===== src/rtl/alu_issue_unit.sv =====
// alu_issue_unit
// Consumer end of the ALU reservation-station interface. Each cycle one
// ready, not-in-flight RS entry is picked round-robin and pushed through a
// two-stage pipeline (S1 operand register, S2 result register). The result
// is presented toward the CDB together with its ROB tag, and a one-hot
// broadcast pulse frees the RS slot when the CDB accepts the result.
//
// Ports:
//   clk        rising-edge clock
//   rst        asynchronous active-low reset
//   flush      synchronous pipeline kill (branch mispredict)
//   rs_ready   per-entry "operands resolved and valid"
//   rs_r1/r2   per-entry 32-bit operands, entry i at [i*32 +: 32]
//   rs_op      per-entry funct3 code, entry i at [i*3 +: 3]
//   rs_cmp     per-entry 1 = compare op, 0 = arithmetic op
//   rs_tag     per-entry ROB tag, entry i at [i*tag_width +: tag_width]
//   cdb_grant  CDB accepts the result presented this cycle
//   bcast_rdy  one-hot completion pulse toward the RS
//   res_valid  result presented on res_tag/res_data
//   res_tag    ROB tag of the presented result
//   res_data   presented result value
//   busy       S1 or S2 occupied
//
// Handshake: res_valid/cdb_grant form a valid/ready pair. A transfer
// happens in a cycle where both are high; while res_valid is high and
// cdb_grant is low, res_tag/res_data hold steady and res_valid stays high.
module alu_issue_unit #(
    parameter int size      = 8,
    parameter int tag_width = 4
) (
    input  logic                      clk,
    input  logic                      rst,
    input  logic                      flush,
    input  logic [size-1:0]           rs_ready,
    input  logic [size*32-1:0]        rs_r1,
    input  logic [size*32-1:0]        rs_r2,
    input  logic [size*3-1:0]         rs_op,
    input  logic [size-1:0]           rs_cmp,
    input  logic [size*tag_width-1:0] rs_tag,
    input  logic                      cdb_grant,
    output logic [size-1:0]           bcast_rdy,
    output logic                      res_valid,
    output logic [tag_width-1:0]      res_tag,
    output logic [31:0]               res_data,
    output logic                      busy
);

    localparam int IW = (size > 1) ? $clog2(size) : 1;

    // Pipeline state
    logic                 r_s1_valid;
    logic [31:0]          r_s1_r1;
    logic [31:0]          r_s1_r2;
    logic [2:0]           r_s1_op;
    logic                 r_s1_cmp;
    logic [tag_width-1:0] r_s1_tag;
    logic [IW-1:0]        r_s1_idx;
    logic                 r_s2_valid;
    logic [31:0]          r_s2_data;
    logic [tag_width-1:0] r_s2_tag;
    logic [IW-1:0]        r_s2_idx;
    logic [size-1:0]      r_inflight;
    logic [IW-1:0]        r_rr_ptr;

    logic                 w_complete;
    logic                 w_s1_adv;
    logic                 w_issue;
    logic [size-1:0]      w_cand;
    logic                 w_found;
    logic [IW-1:0]        w_sel;
    logic [IW-1:0]        w_probe;
    logic [size-1:0]      w_inflight_nxt;
    logic [4:0]           w_shamt;
    logic [31:0]          w_alu;
    logic                 w_cond;
    logic [31:0]          w_result;

    // Flush suppresses completion, so no slot is freed by a killed result.
    assign w_complete = r_s2_valid & cdb_grant & ~flush;
    assign w_s1_adv   = r_s1_valid & (~r_s2_valid | w_complete);
    assign w_issue    = w_found & (~r_s1_valid | w_s1_adv) & ~flush;

    // A completing entry still has its inflight bit set, so it cannot be
    // reselected in the same cycle it broadcasts.
    assign w_cand = rs_ready & ~r_inflight;

    // Round-robin pick: scan from the farthest offset down so the nearest
    // candidate at or after r_rr_ptr wins. size is a power of two, so the
    // IW-bit sum wraps modulo size for free.
    always_comb begin
        w_found = 1'b0;
        w_sel   = '0;
        w_probe = '0;
        for (int k = size - 1; k >= 0; k--) begin
            w_probe = r_rr_ptr + IW'(k);
            if (w_cand[w_probe]) begin
                w_found = 1'b1;
                w_sel   = w_probe;
            end
        end
    end

    // S1 -> S2 execute
    assign w_shamt = r_s1_r2[4:0];

    always_comb begin
        w_alu  = '0;
        w_cond = 1'b0;
        case (r_s1_op)
            3'b000: w_alu = r_s1_r1 + r_s1_r2;
            3'b001: w_alu = r_s1_r1 << w_shamt;
            3'b010: w_alu = 32'($signed(r_s1_r1) >>> w_shamt);
            3'b011: w_alu = r_s1_r1 - r_s1_r2;
            3'b100: w_alu = r_s1_r1 ^ r_s1_r2;
            3'b101: w_alu = r_s1_r1 >> w_shamt;
            3'b110: w_alu = r_s1_r1 | r_s1_r2;
            default: w_alu = r_s1_r1 & r_s1_r2;
        endcase
        case (r_s1_op)
            3'b000: w_cond = (r_s1_r1 == r_s1_r2);
            3'b001: w_cond = (r_s1_r1 != r_s1_r2);
            3'b100: w_cond = ($signed(r_s1_r1) <  $signed(r_s1_r2));
            3'b101: w_cond = ($signed(r_s1_r1) >= $signed(r_s1_r2));
            3'b110: w_cond = (r_s1_r1 <  r_s1_r2);
            3'b111: w_cond = (r_s1_r1 >= r_s1_r2);
            default: w_cond = 1'b0;
        endcase
        w_result = r_s1_cmp ? {31'b0, w_cond} : w_alu;
    end

    always_comb begin
        w_inflight_nxt = r_inflight;
        if (w_complete) w_inflight_nxt[r_s2_idx] = 1'b0;
        if (w_issue)    w_inflight_nxt[w_sel]    = 1'b1;
    end

    always_ff @(posedge clk or negedge rst) begin
        if (!rst) begin
            r_s1_valid <= 1'b0;
            r_s1_r1    <= '0;
            r_s1_r2    <= '0;
            r_s1_op    <= '0;
            r_s1_cmp   <= 1'b0;
            r_s1_tag   <= '0;
            r_s1_idx   <= '0;
            r_s2_valid <= 1'b0;
            r_s2_data  <= '0;
            r_s2_tag   <= '0;
            r_s2_idx   <= '0;
            r_inflight <= '0;
            r_rr_ptr   <= '0;
        end else if (flush) begin
            r_s1_valid <= 1'b0;
            r_s2_valid <= 1'b0;
            r_inflight <= '0;
        end else begin
            if (w_issue) begin
                r_s1_r1  <= rs_r1[w_sel*32 +: 32];
                r_s1_r2  <= rs_r2[w_sel*32 +: 32];
                r_s1_op  <= rs_op[w_sel*3 +: 3];
                r_s1_cmp <= rs_cmp[w_sel];
                r_s1_tag <= rs_tag[w_sel*tag_width +: tag_width];
                r_s1_idx <= w_sel;
                r_rr_ptr <= w_sel + IW'(1);
            end
            r_s1_valid <= w_issue | (r_s1_valid & ~w_s1_adv);
            // S2 payload only loads on advance, keeping it stable under stall.
            if (w_s1_adv) begin
                r_s2_data <= w_result;
                r_s2_tag  <= r_s1_tag;
                r_s2_idx  <= r_s1_idx;
            end
            r_s2_valid <= w_s1_adv | (r_s2_valid & ~w_complete);
            r_inflight <= w_inflight_nxt;
        end
    end

    always_comb begin
        bcast_rdy = '0;
        if (w_complete) bcast_rdy[r_s2_idx] = 1'b1;
    end

    assign res_valid = r_s2_valid & ~flush;
    assign res_tag   = r_s2_tag;
    assign res_data  = r_s2_data;
    assign busy      = r_s1_valid | r_s2_valid;

endmodule


===== config.mk =====
export PLATFORM = sky130hd
export DESIGN_NAME = alu_issue_unit
export DESIGN_NICKNAME = d
export VERILOG_FILES = /design/src/rtl/alu_issue_unit.sv
export SDC_FILE = /design/constraint.sdc
export NUM_CORES = 1
export LEC_CHECK = 0
export ABC_AREA = 1
export CAP_MARGIN = 20
export CORE_AREA = 2 2 244 246
export DETAILED_ROUTE_END_ITERATION = 7
export DIE_AREA = 0 0 246 248
export PLACE_DENSITY = 0.7
export SLEW_MARGIN = 30
export SYNTH_ARGS = -nofsm -noshare
export SYNTH_HDL_FRONTEND = slang
export SYNTH_SLANG_ARGS = --single-unit

===== constraint.sdc =====
create_clock -name clk -period 7.38 [get_ports clk]
set_input_delay 0.738 -clock clk [delete_from_list [all_inputs] [get_ports clk]]
set_output_delay 0.738 -clock clk [all_outputs]
set_load 0.01 [all_outputs]

-- Word level (Yosys, flattened, before mapping)
Index checks and enable logic that the tools add are counted.
- add/sub/neg operators: 10
- multiply operators: 1
- magnitude comparators: 16
- eq/ne operators: 9
- shifts and indexed selects: 7
- multiplexer cells: 47
- bitwise operators: 26
- reduce and logical (&&, ||, !) cells: 5
- operator list (cell ; number):
    $shiftx A256 B9 Y32 ; 2
    $pmux W32 S7 ; 1
    $ge A32 B32 Y1 ; 2
    $lt A32 B32 Y1 ; 2
    $lt A3 B4 Y1 const B ; 10
    $add A32 B32 Y32 ; 1
    $and A32 B32 Y32 ; 1
    $eq A32 B32 Y1 ; 1
    $mux W32 ; 1
    $mux W8 ; 4
    $ne A32 B32 Y1 ; 1
    $or A32 B32 Y32 ; 1
    $shiftx A32 B6 Y4 ; 1
    $shl A32 B5 Y32 ; 1
    $shr A32 B5 Y32 ; 1
    $sshr A32 B5 Y32 ; 1
    $sub A32 B32 Y32 ; 1
    $xor A32 B32 Y32 ; 1
    $bmux W1 S3 ; 9
    $mux W3 ; 8
    $shiftx A24 B6 Y3 ; 1
    $mux W1 ; 21
    $and A8 B8 Y8 ; 2
    $not A8 Y8 ; 2
    17 further kinds ; 45
- register bits: 127
- bits of input ports: 588
- output and inout port bits: 46
- logic and storage cells: 134

-- Logic depth before layout (Yosys ltp)
Gate-level depths: netlist (run 1).
- depth after elaboration: 19
- depth in mapped cells: 26
- mapped depth without buffers: 21

-- Worst setup path before layout (run 1)
No wires, ideal clock.
- kind: reg-to-reg
- start: reg r_s1_r2[2]
- end: reg r_s2_data[26], in the netlist res_data[26]
- setup time: 0.116 ns
- data arrival time: 3.217 ns
- required time: 7.264 ns
- path slack: 4.047 ns
- stages on the path, launching flop included: 22
- period minus slack after synthesis: 3.333 ns
- cells stage by stage: dfrtp_1 clkbuf_1 inv_2 clkbuf_1 clkbuf_1 ha_1 inv_1 nand2_1 o21ai_1 nand2_1 nand2_1 nand2_1 nand2_1 a21oi_1 o21ai_0 a21oi_1 nor2_1 nor2_1 nand2_1 nand3_1 nand2_1 nand2_1
- word-level cells in the longest chain between the ends: 3
- elaborated cells between the ends (all ways): 7
- those cells by class: 2 x add/sub; 3 x shift; 2 x mux
- RTL lines (item ; RTL line ; text):
    from (decl) ; 53 ; logic [31:0] r_s1_r2;
    from (signal assigned) ; 159 ; r_s1_r2 <= rs_r2[w_sel*32 +: 32];
    $sub A32 B32 Y32, or another cell as far along ; 113 ; 3'b011: w_alu = r_s1_r1 - r_s1_r2;
    $pmux W32 S7 * ; 109 ; case (r_s1_op)
    $mux W32 * ; 128 ; w_result = r_s1_cmp ? {31'b0, w_cond} : w_alu;
    to (signal assigned) ; 169 ; r_s2_data <= w_result;
    to (decl) ; 59 ; logic [31:0] r_s2_data;
Every way passes the cells marked *; elsewhere a longest branch is shown, timed or not.
A chain may end at the register's enable or synchronous reset.

-- Worst setup path after layout (run 1)
- start: reg r_rr_ptr[0]
- end: reg r_s1_r2[12]
- word-level cells in the longest chain between the ends: 14
- elaborated cells between the ends (all ways): 43
- those cells by class: 7 x add/sub; 1 x shift; 32 x mux; 2 x bitwise; 1 x reduce/logical
- RTL lines (item ; RTL line ; text):
    from (decl) ; 63 ; logic [IW-1:0] r_rr_ptr;
    from (signal assigned) ; 164 ; r_rr_ptr <= w_sel + IW'(1);
    branches (longest 14 deep; another with $add A3 B3 Y3) ; - ;
Several ways; the timed one is not identified. The select of a mux whose other input is x is not followed.

==> impl_metrics.tcl, run 1 <==
set metrics [dict create \
    run_status "finished clean" \
    cp_max_fanout 71 \
    clk_pin_slew_ns 0.06 \
    yosysTopAreaCellShare_pct 32.24 \
    initial_antenna_violation_count 17 \
    critPathRequiredTime_ns 7.81 \
    slew_headroom_pct 35.40 \
    report.final.slew_viol_count 0 \
    initial_utilization_pct 34.59 \
    detail_route.wirelength_mm 115.8 \
    detail_route.drc_violations 0 \
    synthArstFlopShare_pct 100.0 \
    final.fill_count 6501 \
    fin_crit_sh_pct 64.53 \
    post_syn_instances 3818 \
    crit_end_category "register" \
    ys_seq_area_share_pct 15.72 \
    library_cell_occupying_the_most_area_in_the_post_synthesis_netlist "nand2_1" \
    cts_tree "yes" \
    antenna_left 0 \
    cts-buffers-inserted 17 \
    proportion_of_layout_cells_with_a_drive_suffix_above_1_pct 3.106 \
    clock_tree.root_cell "clkbuf_16" \
    hp-class "input port to asynchronous set/reset pin" \
    ys_types 50 \
    unrepaired_setup_endpoints_after_global_routing "no" \
    cap_viol_max_count 0 \
    max-clock-path-buffers 2 \
    synth.area.top_cells "nand2_1, dfrtp_1, nand3_1" \
    worst_ep_arrival_time_ns 5.19 \
    die_h_um 248 \
    core_area_um2 58460 \
    pin_count 634 \
    worstSkewPairLatency_ns 0.50 \
    drt_first_pass_iters 8 \
    rows 89 \
    cts.sinks 127 \
    skew_ns 0.01355 \
    timing.final.setup_violations 0 \
    setup_tns_ns 0 \
    finish.net_count 4966 \
    detailroute.via_count 27928 \
    first_global_vias 25360 \
    postCtsSetupBuffers 0 \
    netlist_area_um2 20220 \
    post_synth.cell_area_avg_um2 5.296 \
    most-common-layout-cells "nand2_1, clkdlybuf4s50_1, nand3_1, inv_1, o21ai_0" \
    yosysWarnings 0 \
    synth.net_count 4515 \
    place.detailed.hpwl_mm 92.46 \
    wl_per_cell_um 22.86 \
    synth-edff-count 0 \
    die_area_um2 61010 \
    grt_max_degree 166 \
    place.port_buffers 633 \
    cts-htree-levels 4 \
    critical_path.startpoint_type "register" \
    layout_commonest_cell "nand2_1" \
    cts_resized 0 \
    grt_pass1_wl_mm 166.8 \
    place.gp.congestion 1.062 \
    syn_to_final_growth_pct 35.89 \
    die_x_um 246 \
    worst-slew-pin-transition_ns 0.9680 \
    routed_via_density 5.512 \
    cts_hold_buf 0 \
    grt_overflow 0 \
    critPathKind "register to register" \
    ys.flop_type "dfrtp_1" \
    final_period_minus_worst_setup_slack_ns 4.762 \
    fmaxAchievable_mhz 210.0 \
    drt_iter0_drc 3459 \
    finalHoldViolCount 0 \
    gr-usage-all-layers_pct 36.89 \
    synth_seq_cells 127 \
]
cell type report:
type / instances / area, µm² / share of cell area [%]
Clock buffer: 18 / 439.2 / 1.598
Multi-Input combinational cell: 3189 / 15030 / 54.71
Timing Repair Buffer: 680 / 6740 / 24.53
Tap cell: 773 / 967.2 / 3.520
Clock inverter: 14 / 136.4 / 0.4963
Antenna cell: 12 / 30.03 / 0.1093
Inverter: 254 / 953.4 / 3.469
Sequential cell: 127 / 3181 / 11.57
flip-flops by register name (all words and copies together), names as in the netlist:
name,flops
r_inflight,8
r_rr_ptr,3
r_s1_cmp,1
r_s1_idx,3
r_s1_op,3
r_s1_r1,32
r_s1_r2,32
r_s1_tag,4
r_s1_valid,1
r_s2_idx,3
r_s2_valid,1
res_data,32
res_tag,4
synth_stat cells, drive strengths merged (8+ instances only):
master and number:
o22ai 11, nor3 21, clkbuf 107, o2111ai 9, nand3 438, a31oi 10
o221ai 16, nand2 1739, inv 251, dfrtp 127, o21bai 8, nor2 204
ha 107, o21a 14, nand4 17, buf 141, or2 14, mux2i 11
o21ai 298, o211ai 39, a21oi 179
routing by layer:
| layer | track usage, % | vias to the layer above | routed length (µm) |
|---|---|---|---|
| li1 | - | 13281 | - |
| met1 | 49.35 | 12870 | 48270 |
| met2 | 55.87 | 1521 | 50650 |
| met3 | 8.013 | 254 | 11190 |
| met4 | 18.25 | 2 | 5710 |
| met5 | 0 | - | 13 |
worst max-delay path, cell delays in order, from the launching register on:
cell	delay, ns
dfrtp_1	0.62
inv_2	0.18
ha_1	0.48
inv_1	0.14
nand3_1	0.13
nand2_1	0.09
o21ai_1	0.22
nand2_1	0.08
nand2_1	0.06
nand2_1	0.05
nand2_1	0.05
nand2_1	0.05
nand2_1	0.09
nand2_4	0.44
nand2_4	0.73
buf_4	0.52
nand2_1	0.23
nand2_1	0.11
nand2_1	0.05
nand2_1	0.10
o21ai_1	0.06
nand2_1	0.08
through the flow:
| stage | worst slack, ns | utilization, % | cell area [µm²] | cells | hold WS (ns) |
|---|---|---|---|---|---|
| detailed placement | 2.716 | 45.97 | 26870 | 5023 | 0.4615 |
| global route | 2.281 | 47.00 | 27480 | 5066 | 0.3070 |
| global placement | 2.697 | 45.96 | 26870 | 5023 | 0.4557 |
| finish | 2.618 | 47.00 | 27480 | 5067 | 0.2484 |
| floorplan | 4.047 | - | 20220 | 3818 | 0.4424 |
| CTS | 2.702 | 46.95 | 27450 | 5055 | 0.2605 |
cells by family (layout without fill, tap and decap cells):
family	after synthesis	after routing	share of synthesized area, %
AOI/OAI and AO/OA	618	618	17.18
xor gates and xnor gates	9	9	0.5569
adders and majority gates	109	109	6.818
buffers and inverters	502	966	10.40
DFF	127	127	15.72
muxes	11	11	0.5445
other	0	12	0
and+or+nand+nor	2442	2442	48.78
final timing paths:
path | start | endpoint | slack [ns] | cells past startpoint
worst max-delay path | r_rr_ptr[0] | r_s1_r2[12] | 2.62 | 21
worst min-delay path | rst | r_rr_ptr[0] | 0.25 | 1
worst max register to register | r_rr_ptr[0] | r_s1_r2[12] | 2.62 | 21
worst min register to register | res_data[5] | res_data[5] | 0.48 | 2
max in group asynchronous | rst | r_s1_r2[2] | 5.75 | 2
min in group clk | res_data[5] | res_data[5] | 0.48 | 2
Power of run 1 is left out: the tool's default activity adds up to more than one toggle a clock period on the data nets, which glitch-free logic cannot reach.
==> inputs of run 2 (changes only) <==
--- a/config.mk
+++ b/config.mk
@@ -7,10 +7,10 @@
 export LEC_CHECK = 0
 export ABC_AREA = 1
 export CAP_MARGIN = 20
-export CORE_AREA = 2 2 244 246
+export CORE_AREA = 2 2 246 248
 export DETAILED_ROUTE_END_ITERATION = 7
-export DIE_AREA = 0 0 246 248
-export PLACE_DENSITY = 0.7
+export DIE_AREA = 0 0 248 250
+export PLACE_DENSITY = 0.69
 export SLEW_MARGIN = 30
 export SYNTH_ARGS = -nofsm -noshare
 export SYNTH_HDL_FRONTEND = slang
==> constraint.sdc (replaced) <==
create_clock -name clk -period 4.6 [get_ports clk]
set_input_delay 0.46 -clock clk [delete_from_list [all_inputs] [get_ports clk]]
set_output_delay 0.46 -clock clk [all_outputs]
set_load 0.01 [all_outputs]
==> run 2 against run 1 <==
Effect of this change:
- the run now ends with negative hold slack left
- final cell count increased by 1.5%
- die area increased by 1.6%
- first-iteration DRC count increased by 9.1%
- sequential share of layout area down 0.28 points
- worst hold slack worse by 0.28 ns
- setup slack got worse by 2.0 ns
- fmax is 21% higher
- sequential cell count stayed put
- global-route usage increased by 1.5 points
- clock skew fell by 0.0040 ns
==> impl_metrics.tcl, run 2 (synthesized netlist as in run 1, its figures left out) <==
set metrics [dict create \
    proportion_of_layout_cells_with_a_drive_suffix_above_1_pct 4.663 \
    max-clock-path-buffers 2 \
    critPathKind "register to register" \
    die_x_um 248 \
    most-common-layout-cells "nand2_1, clkdlybuf4s50_1, nand3_1, inv_1, o21ai_0" \
    cp_max_fanout 101 \
    core_area_um2 59570 \
    clk_pin_slew_ns 0.07 \
    gr-usage-all-layers_pct 38.42 \
    grt_max_degree 102 \
    cts-htree-levels 4 \
    worst_ep_arrival_time_ns 4.36 \
    cts_resized 0 \
    detailroute.via_count 28293 \
    antenna_left 0 \
    design_area_um2 28160 \
    hp-class "input port to asynchronous set/reset pin" \
    place.gp.congestion 1.062 \
    fin_crit_sh_pct 85.60 \
    cap_viol_max_count 0 \
    detail_route.drc_violations 0 \
    fmaxAchievable_mhz 254.0 \
    worst-slew-pin-transition_ns 1.041 \
    timing.final.setup_violations 0 \
    cts-buffers-inserted 17 \
    die_area_um2 62000 \
    setup_tns_ns 0 \
    pin_count 634 \
    report.final.slew_viol_count 0 \
    finish.net_count 5037 \
    syn_to_final_growth_pct 39.25 \
    grt_overflow 0 \
    finalHoldViolCount 10 \
    die_h_um 250 \
    initial_antenna_violation_count 14 \
    unrepaired_setup_endpoints_after_global_routing "no" \
    first_global_vias 26161 \
    grt_pass1_wl_mm 175.6 \
    cts_hold_buf 0 \
    crit_end_category "register" \
    run_status "finished with violations" \
    worstSkewPairLatency_ns 0.48 \
    cts_tree "yes" \
    r2r_setup_slack_ns 0.66 \
    detail_route.wirelength_mm 122.3 \
    final_period_minus_worst_setup_slack_ns 3.938 \
    initial_utilization_pct 33.95 \
    wl_per_cell_um 23.77 \
    clock_tree.root_cell "clkbuf_16" \
    holdWs_ns -0.03200 \
    slew_headroom_pct 29.88 \
    postCtsSetupBuffers 0 \
    layout_commonest_cell "nand2_1" \
    cts.sinks 127 \
    placement.cell_area_um2 27540 \
    drt_first_pass_iters 6 \
    timing.rr.start "r_rr_ptr[0]" \
    rows 90 \
    place.port_buffers 633 \
    skew_ns 0.009540 \
    critical_path.startpoint_type "register" \
    routed_via_density 5.501 \
    critPathRequiredTime_ns 5.02 \
    drt_iter0_drc 3775 \
    reg2reg_depth 20 \
    place.detailed.hpwl_mm 99.54 \
    crit-reg2reg-capture "r_s1_r2[22]" \
    final.fill_count 6533 \
    violations "negative hold slack" \
]
==> run 2: cell types whose count changed in the layout (fill, tap and decap cells not counted), moves of 3 or more <==
cell / delta
buf_12: +11
buf_4: +60
clkinv_4: -3
diode_2: -4
==> run 2: metrics by stage <==
stage,utilization [%],setup WS [ns],instances
2_1_floorplan,-,1.267,3818
3_3_place_gp,46.24,0.8344,5103
3_5_place_dp,46.24,0.8148,5103
4_1_cts,47.24,0.8047,5135
5_1_grt,47.27,0.3811,5142
6_report,47.27,0.6623,5143
==> run 2: how the worst max path moves through the flow <==
| stage | startpoint | end | slack [ns] | cells after the start |
|---|---|---|---|---|
| floorplan | r_s1_r2[2] | res_data[26] | 1.27 | 21 |
| global placement | r_rr_ptr[0] | r_s1_r2[23] | 0.83 | 21 |
| detailed placement | r_rr_ptr[0] | r_s1_r2[23] | 0.81 | 21 |
| CTS | r_rr_ptr[0] | r_s1_r2[23] | 0.80 | 21 |
| global route | r_rr_ptr[0] | r_s1_r2[22] | 0.38 | 22 |
| finish | r_rr_ptr[0] | r_s1_r2[22] | 0.66 | 20 |
==> run 2: area by class of cell <==
class / count / area (µm²) / share of cell area, %
antenna: 8 / 20.02 / 0.07109
clock buffer: 18 / 439.2 / 1.560
clock inverter: 14 / 156.4 / 0.5554
inverter: 254 / 953.4 / 3.386
multi-input combinational: 3189 / 15020 / 53.34
sequential: 127 / 3181 / 11.29
tap: 782 / 978.4 / 3.475
timing repair buffer: 751 / 7411 / 26.32
==> run 2: worst max-delay path: stages, from the launching register on <==
cell     delay [ns]
dfrtp_1        0.60
inv_2          0.19
ha_1           0.45
inv_1          0.19
nand3_1        0.14
nand3_1        0.13
o21ai_1        0.09
nand2_1        0.08
nand2_1        0.05
nand2_1        0.05
nand2_1        0.05
nand2_1        0.05
nand2_1        0.09
nand2_4        0.33
buf_12         0.37
nand3_1        0.34
nand2_1        0.17
nand2_1        0.07
nand2_1        0.10
o21ai_1        0.07
nand2_1        0.07
==> run 2: layer usage <==
metal | global-route usage [%] | routed length, µm
met5 | 0 | 42
met4 | 15.33 | 5084
met2 | 58.69 | 53950
met3 | 8.205 | 11510
met1 | 52.24 | 51680
Power of run 2 is left out for the same reason.
